**src/rtl/mmio_interconnect.sv**
```systemverilog
// -----------------------------------------------------------------------------
// mmio_interconnect
//
// Memory-mapped I/O interconnect between the CPU data port and NUM_SLAVES
// peripherals. A request accepted in IDLE is decoded on the region field
// cpu_addr[SEL_LSB +: SEL_W] into a one-hot slave select. The access is then
// held in ACCESS until the selected slave raises s_ready or the wait budget
// runs out. RESP returns a one-cycle cpu_ready pulse with registered read data
// and an error flag. Every output is driven directly from a flop.
//
// Ports:
//   clock, reset                 rising-edge clock, async active-low reset
//   cpu_req/we/addr/wdata        CPU request (req held until cpu_ready)
//   cpu_rdata/ready/err          registered response
//   s_sel/we/addr/wdata          slave request (one-hot select, latched values)
//   s_rdata, s_ready             per-slave read data slices and completion
//   err_count                    saturating count of errored accesses
// -----------------------------------------------------------------------------
module mmio_interconnect #(
  parameter int NUM_SLAVES = 4,
  parameter int DATA_W     = 32,
  parameter int ADDR_W     = 32,
  parameter int SEL_LSB    = 8,
  parameter int SEL_W      = 4,
  parameter logic [NUM_SLAVES*SEL_W-1:0] SLAVE_REGIONS = {4'd10, 4'd9, 4'd8, 4'd0},
  parameter int TIMEOUT    = 15
) (
  input  logic                         clock,
  input  logic                         reset,
  input  logic                         cpu_req,
  input  logic                         cpu_we,
  input  logic [ADDR_W-1:0]            cpu_addr,
  input  logic [DATA_W-1:0]            cpu_wdata,
  output logic [DATA_W-1:0]            cpu_rdata,
  output logic                         cpu_ready,
  output logic                         cpu_err,
  output logic [NUM_SLAVES-1:0]        s_sel,
  output logic                         s_we,
  output logic [ADDR_W-1:0]            s_addr,
  output logic [DATA_W-1:0]            s_wdata,
  input  logic [NUM_SLAVES*DATA_W-1:0] s_rdata,
  input  logic [NUM_SLAVES-1:0]        s_ready,
  output logic [7:0]                   err_count
);

  localparam int IDX_W = (NUM_SLAVES > 1) ? $clog2(NUM_SLAVES) : 1;
  // The wait counter only has to reach TIMEOUT-1; with TIMEOUT=0 it may wrap.
  localparam int CNT_W = (TIMEOUT > 1) ? $clog2(TIMEOUT) : 1;
  localparam logic [CNT_W-1:0] WAIT_LAST = CNT_W'((TIMEOUT > 0) ? TIMEOUT - 1 : 0);

  typedef enum logic [1:0] {IDLE, ACCESS, RESP} state_e;

  state_e                  state_q, state_d;
  logic [IDX_W-1:0]        idx_q, idx_d;
  logic                    we_q, we_d;
  logic [ADDR_W-1:0]       addr_q, addr_d;
  logic [DATA_W-1:0]       wdata_q, wdata_d;
  logic [NUM_SLAVES-1:0]   sel_q, sel_d;
  logic                    s_we_q, s_we_d;
  logic [CNT_W-1:0]        wait_q, wait_d;
  logic [DATA_W-1:0]       rdata_q, rdata_d;
  logic                    ready_q, ready_d;
  logic                    err_q, err_d;
  logic [7:0]              err_count_q, err_count_d;

  logic                    dec_hit;
  logic [IDX_W-1:0]        dec_idx;

  // Region decode. Scanning from the top down lets the lowest matching
  // index overwrite the others, so it wins when regions overlap.
  always_comb begin
    dec_hit = 1'b0;
    dec_idx = '0;
    for (int i = NUM_SLAVES - 1; i >= 0; i--) begin
      if (cpu_addr[SEL_LSB +: SEL_W] == SLAVE_REGIONS[i*SEL_W +: SEL_W]) begin
        dec_hit = 1'b1;
        dec_idx = IDX_W'(i);
      end
    end
  end

  // NOTE: every variable assigned here gets a default first, so no path
  // through the case statement leaves one unassigned and infers a latch.
  always_comb begin
    state_d     = state_q;
    idx_d       = idx_q;
    we_d        = we_q;
    addr_d      = addr_q;
    wdata_d     = wdata_q;
    sel_d       = '0;
    s_we_d      = 1'b0;
    wait_d      = wait_q;
    rdata_d     = rdata_q;
    ready_d     = 1'b0;
    err_d       = 1'b0;
    err_count_d = err_count_q;

    unique case (state_q)
      IDLE: begin
        if (cpu_req) begin
          if (dec_hit) begin
            idx_d          = dec_idx;
            we_d           = cpu_we;
            addr_d         = cpu_addr;
            wdata_d        = cpu_wdata;
            sel_d[dec_idx] = 1'b1;
            s_we_d         = cpu_we;
            wait_d         = '0;
            state_d        = ACCESS;
          end else begin
            // Unmapped region: answer straight away with an error.
            ready_d = 1'b1;
            err_d   = 1'b1;
            rdata_d = '0;
            state_d = RESP;
          end
        end
      end

      ACCESS: begin
        if (s_ready[idx_q]) begin
          ready_d = 1'b1;
          rdata_d = we_q ? '0 : s_rdata[idx_q*DATA_W +: DATA_W];
          state_d = RESP;
        end else if (TIMEOUT != 0 && wait_q == WAIT_LAST) begin
          ready_d = 1'b1;
          err_d   = 1'b1;
          rdata_d = '0;
          state_d = RESP;
        end else begin
          sel_d  = sel_q;
          s_we_d = we_q;
          wait_d = wait_q + CNT_W'(1);
        end
      end

      RESP: begin
        state_d = IDLE;
      end

      default: begin
        state_d = IDLE;
      end
    endcase

    if (err_d && err_count_q != 8'hFF) begin
      err_count_d = err_count_q + 8'd1;
    end
  end

  // NOTE: state is updated with non-blocking assignments so every flop
  // samples the pre-edge value of its neighbours, independent of block order.
  always_ff @(posedge clock or negedge reset) begin
    if (!reset) begin
      state_q     <= IDLE;
      idx_q       <= '0;
      we_q        <= 1'b0;
      addr_q      <= '0;
      wdata_q     <= '0;
      sel_q       <= '0;
      s_we_q      <= 1'b0;
      wait_q      <= '0;
      rdata_q     <= '0;
      ready_q     <= 1'b0;
      err_q       <= 1'b0;
      err_count_q <= '0;
    end else begin
      state_q     <= state_d;
      idx_q       <= idx_d;
      we_q        <= we_d;
      addr_q      <= addr_d;
      wdata_q     <= wdata_d;
      sel_q       <= sel_d;
      s_we_q      <= s_we_d;
      wait_q      <= wait_d;
      rdata_q     <= rdata_d;
      ready_q     <= ready_d;
      err_q       <= err_d;
      err_count_q <= err_count_d;
    end
  end

  assign cpu_rdata = rdata_q;
  assign cpu_ready = ready_q;
  assign cpu_err   = err_q;
  assign s_sel     = sel_q;
  assign s_we      = s_we_q;
  assign s_addr    = addr_q;
  assign s_wdata   = wdata_q;
  assign err_count = err_count_q;

endmodule

```
**config.mk**
```make
export PLATFORM = sky130hd
export DESIGN_NAME = mmio_interconnect
export DESIGN_NICKNAME = d
export VERILOG_FILES = /design/src/rtl/mmio_interconnect.sv
export SDC_FILE = /design/constraint.sdc
export NUM_CORES = 1
export LEC_CHECK = 0
export CAP_MARGIN = 10
export CORE_AREA = 2 2 122 124
export DETAILED_ROUTE_END_ITERATION = 16
export DIE_AREA = 0 0 124 126
export PLACE_DENSITY = 0.77
export SLEW_MARGIN = 40
export SYNTH_ARGS = -nofsm -noshare
export SYNTH_HDL_FRONTEND = slang
export SYNTH_SLANG_ARGS = --single-unit
```
**constraint.sdc**
```tcl
create_clock -name clock -period 3.55 [get_ports clock]
set_clock_uncertainty 0.1 [all_clocks]
set_input_delay 0.71 -clock clock [delete_from_list [all_inputs] [get_ports clock]]
set_output_delay 0.71 -clock clock [all_outputs]
set_load 0.01 [all_outputs]
```
==> flow_metrics.tcl <==
set metrics [dict create \
    drc_errors 0 \
    vias_per_cell 5.013 \
    regArea_um2 3004 \
    p_per_area_nw_per_um2 674.5 \
    synth_mux_area_share_pct 27.36 \
    vdd_drop_max_mv 0.3631 \
    synth_xor_area_share_pct 0.9682 \
    slowest_stage "or4b_1" \
    ctsHoldBuffers 0 \
    yosysWarnings 0 \
    hold_path.class "in -> async" \
    routabilityCongestion 0.8416 \
    slew_viol_final 0 \
    dr.pass1.iters 4 \
    drt_wl_total_um 15920 \
    grt_overflow_total 0 \
    ys_ff_latch 120 \
    clock_sinks 120 \
    cts_setup_buffers 0 \
    slowest_delay_ps 720 \
    hold_viol 0 \
    vias 4321 \
    setup_viol 0 \
    synth_top_family_by_area "multiplexers" \
    fillers 1072 \
    r2r_start "state_q[1]" \
    worstPathCellList "clkdlybuf4s50_1 > or4b_1 > nor2_4 > buf_12 > mux2_2" \
    r2r_slack_ps 1300 \
    cts-root-buf "clkbuf_16" \
    arrival_ps 2830 \
    row_count 44 \
    clock_latency_ps 400 \
    final_core_util_pct 64.84 \
    rsz0062_at_grt "false" \
    grt_pass1_wl_um 24160 \
    drtAntennaViolNets 0 \
    grt_usage_pct 20.77 \
    ys.flop_type "dfrtp_1" \
    syn_nets 557 \
    max_freq_mhz 377.4 \
    die-area_um2 15620 \
    postCtsResizedCells 0 \
    ioPinCount 311 \
    period_share_pct 74.64 \
    worstSetupStartpointType "input pin" \
    io_buffers 310 \
    worst_pin_slew_ps 743.7 \
    synthAdderAreaFrac_pct 0.8760 \
    areaGrowthSynthToFinish_pct 71.00 \
    first_iter_violations 289 \
    clockBufferDepth 2 \
    syn_area_um2 5428 \
    seq_area_frac_synth_pct 55.33 \
    antenna_found_initial 0 \
    die_w_um 124 \
    clk_pin_slew_ps 50 \
    antenna_cells 0 \
    syn_inst 354 \
    avgSynthCellArea_um2 15.33 \
    fin_ws_ps 900.1 \
    ys_async_sr_fraction_pct 100.0 \
    synth_compound_gate_area_share_pct 8.621 \
    critical_path_class "in -> reg" \
    setup_tns_ps 0 \
    status "finished clean" \
    cts_tree "done" \
    power_uw 6260 \
    initial_core_util_pct 37.92 \
    maxCapViolations 0 \
    layout-drive-gt1-share_pct 20.80 \
    synth-simple-area-share_pct 3.965 \
    power.leakage_uw 0.003805 \
    synth-edff-count 0 \
    rr_worst_depth 4 \
    place_ws_ps 512.0 \
    die_height_um 126 \
    grt_pass1_vias 4627 \
    core_area_um2 14310 \
    fin_nets 869 \
    r2r-end "s_wdata[4]" \
    ys_types 38 \
    whs_ps 200.7 \
    wire_per_inst_um 18.46 \
    multiInputGateArea_um2 2281 \
    crit_path_end_kind "flop" \
    crit_required_ps 3730 \
    timing.final.crit_period_ps 2650 \
    hpwl_um 12190 \
    grt_max_degree 68 \
    path_max_fanout 67 \
    htree_levels 4 \
    cts_buffers 17 \
    slew-limit-headroom_pct 50.34 \
]
-- stage by stage --
stage	cells	cell area [µm²]
floorplan	354	5428
global placement	831	8732
finish	862	9281
detailed placement	831	8732
global route	862	9281
CTS	862	9278
-- cell usage after synthesis, types with 2 or more instances --
| library cell | count | area, µm² |
|---|---|---|
| a22o_1 | 36 | 315.3 |
| nand3_1 | 3 | 15.01 |
| nand2_1 | 15 | 56.30 |
| clkbuf_1 | 11 | 41.29 |
| inv_1 | 7 | 26.28 |
| mux4_2 | 33 | 743.2 |
| nor2_1 | 3 | 11.26 |
| buf_4 | 7 | 52.55 |
| ha_1 | 3 | 37.54 |
| nand2b_1 | 2 | 12.51 |
| mux2_2 | 64 | 720.7 |
| dfrtp_1 | 120 | 3003 |
| xor2_1 | 5 | 43.79 |
| nor3b_1 | 2 | 15.01 |
| nor3_1 | 3 | 15.01 |
| a21oi_1 | 2 | 10.01 |
| buf_2 | 5 | 25.02 |
| o21ai_0 | 9 | 45.04 |
| and3_1 | 2 | 12.51 |
| a211oi_1 | 3 | 22.52 |
| nor2b_1 | 2 | 12.51 |
-- critical path: cells and delay by family --
family | cells | cell delay, ps
buffers and inverters | 2 | 740
muxes | 1 | 390
and+or+nand+nor | 2 | 910
-- layer usage --
metal	GRT usage, %	share of wire, %	up-vias
met5	0	0	-
met4	8.592	2.0	0
met3	7.926	9.8	22
met2	35.81	52	206
met1	22.71	36	2122
li1	-	-	1971
-- cells in the final DEF (no fill, tap or decap), types with 3 or more instances in the layout --
cell type        instances
a211oi_1                 3
a22o_1                  36
buf_12                   3
buf_4                    4
clkbuf_1                 4
clkbuf_16               17
clkdlybuf4s50_1        309
clkinv_2                 6
dfrtp_1                119
ha_1                     3
inv_1                    7
mux2_2                  64
mux4_2                  33
nand2_1                 15
nand3_1                  3
nor3_1                   3
o21ai_0                  9
xor2_1                   5
-- how the worst max path moves through the flow --
stage                            start            end  slack (ps)  cells after the start
after floorplan           cpu_addr[10]      s_addr[0]        1100                      6
after global placement    cpu_addr[10]    s_wdata[12]         540                      5
after detailed placement  cpu_addr[10]     s_addr[26]         510                      5
after CTS                 cpu_addr[10]     s_addr[26]         940                      5
after global routing       cpu_addr[8]  cpu_rdata[23]         830                      6
final                     cpu_addr[10]     s_wdata[4]         900                      5
-- power breakdown --
group          total [µW]  internal, µW  switching, µW
logic                2530          1590            939
registers            2150          1850            303
clock network        1580          1020            566
-- flip-flops by register name (all words and copies together), names as in the netlist, 2 cells and up --
name and cells:
idx_q 2, s_wdata 32, err_count 8, state_q 2, s_sel 4, s_addr 32
cpu_rdata 32, wait_q 4
-- cell type report --
cell class / count / area share, %
clock buffers: 21 / 4.745
clock inverters: 10 / 1.132
inverters: 7 / 0.2831
multi-input cells: 203 / 24.58
flip-flops and latches: 120 / 32.37
well taps: 184 / 2.480
repair buffers: 317 / 34.42
-- cells by family after synthesis --
family          count (synthesis)
mux                            99
compound gates                 55
buf+inv                        31
xor+xnor                        6
flops                         120
simple gates                   39
fa+ha+maj                       4
Note: power is estimated with default switching activity, not from simulation.
==> variant (config.mk and constraints unchanged) <==
Make the reset (`reset`) synchronous in one clocked block. Comments in the files are not updated.
--- a/src/rtl/mmio_interconnect.sv
+++ b/src/rtl/mmio_interconnect.sv
@@ -152,3 +152,3 @@
   // samples the pre-edge value of its neighbours, independent of block order.
-  always_ff @(posedge clock or negedge reset) begin
+  always_ff @(posedge clock) begin
     if (!reset) begin
Behaviour: differs if reset is asserted again (counterexample within 4 cycles, from zero or initial values and one cycle with reset low); with reset held inactive, the same outputs for 4 cycles.
==> variant against the unedited design <==
Count of clock-buffer cells in the layout unchanged. Cell area decreased by 2.6%. Largest cell class unchanged. Worst setup slack got worse by 64 ps. Wire length increased by 15%. Synthesized area decreased by 4.7%. Critical path type unchanged. Sequential cell count unchanged.
Power is not compared: it rests on default switching activity, and its combinational part moved more than twofold at a synthesized area within 25%.
==> variant: results (changes against the unedited design) <==
Layout
  – Share of layout cells above drive strength 1: 9.804% (was 20.80%)
  – Non-Clock Inverter Count: 37 (was 7)
  – Seq/total area: 26.60% (was 32.37%)
  – Count of multi-input gates: 358 (was 203)
  – Fraction of area in multi-input gates: 27.20% (was 24.58%)
  – Nets: 1057 (was 869)
  – Clock-cell share of area: 6.824% (was 5.878%)
  – Register area: 2405 sq um (was 3004 sq um)
  – Non-clk bufs: 320 (was 317)
  – Fillers: 1203 (was 1072)

Yosys
  – Mapped Nets: 755 (was 557)
  – Commonest cells post-synth: nand2_1, dfxtp_1, a21oi_1 (was dfrtp_1, mux2_2, a22o_1)
  – Post-Synth Adder-Cell Area: 0.7255% (was 0.8760%)
  – Compound-Gate Fraction of Synth Area: 16.54% (was 8.621%)
  – Share of flip-flops with an asynchronous set or reset: 0% (was 100.0%)
  – Synth top area cells: dfxtp_1, mux4_2, nand2_1, a21oi_1, o2bb2ai_1 (was dfrtp_1, mux4_2, mux2_2, a22o_1, nand2_1)
  – Post-synthesis xor/xnor area fraction: 0% (was 0.9682%)
  – Sequential cell area fraction in the yosys report: 46.43% (was 55.33%)
  – Prevailing post-synth register cell: dfxtp_1 (was dfrtp_1)
  – Post-synthesis mux area share: 14.58% (was 27.36%)

Critical path
  – Max stage delay on crit path: 640 ps (was 720 ps)
  – Arr. time, crit path: 2940 ps (was 2830 ps)
  – RR Startpoint: wait_q[0] (was state_q[1])
  – Flop-to-flop setup slack: 1320 ps (was 1300 ps)
  – Top Family by Delay on Critical Path: compound AO/OA/AOI/OAI gates (was simple AND/OR/NAND/NOR gates)
  – Slowest CP cell: o31a_2 (was or4b_1)
  – CP Max Fanout: 32 (was 67)
  – Worst reg2reg path depth: 6 (was 4)
  – FF-to-FF End: cpu_rdata[30] (was s_wdata[4])

Route
  – Drt wl/cell: 17.37 um (was 18.46 um)
  – DRT iter0 DRCs: 190 (was 289)
  – Drt via density: 5.018 (was 5.013)
  – Via count: 5274 (was 4321)

Placed design
  – Placed Instance Area: 8423 sq um (was 8732 sq um)
  – DP Cell Count: 1019 (was 831)
  – Dpl ws: 446.3 ps (was 512.0 ps)
  – Hpwl dp: 13840 um (was 12190 um)
  – RePlAce Congestion: 0.8031 (was 0.8416)

Global route
  – Largest net degree at the start of global routing: 44 (was 68)
  – Vias in the first global route: 5046 (was 4627)
  – Global-route wire length before repair: 26900 um (was 24160 um)
  – Tot GR Track Use: 22.86% (was 20.77%)

STA
  – Relative slew margins: 51.59% (was 50.34%)
  – Tmin final: 2714 ps (was 2650 ps)
  – Hold slack: 351.8 ps (was 200.7 ps)

Hold path
  – Worst Hold Class: reg -> reg (was in -> async)

Outcome
  – Status: finished clean (unchanged)
[variant: cell types whose count changed in the layout (fill, tap and decap cells not counted), sizes merged, moves of 30 or more]
cell,before,now
dfxtp,0,120
dfrtp,120,0
o2bb2ai,0,32
mux2,65,0
a21oi,2,78
inv,7,37
nand2,15,143
a22o,36,0
[variant: metal layers]
metal	wire [um]	global-route usage, %	share of wire, %	vias up
li1	-	-	-	2528
met3	2102	9.692	12	31
met4	482	9.782	2.6	0
met5	0	0	0	-
met1	6521	23.92	36	2486
met2	9148	39.69	50	229
[variant: power breakdown]
| part | switching [uW] | internal [uW] |
|---|---|---|
| registers | 23.8 | 1390 |
| clock network | 626 | 1160 |
| logic | 201 | 336 |
| total | 850 | 2880 |
[variant: kinds of logic after synthesis]
| logic type | count (synthesis) |
|---|---|
| muxes | 35 |
| adders and majority gates | 3 |
| and+or+nand+nor | 187 |
| buffers and inverters | 74 |
| DFF | 120 |
| AOI/OAI and AO/OA | 133 |
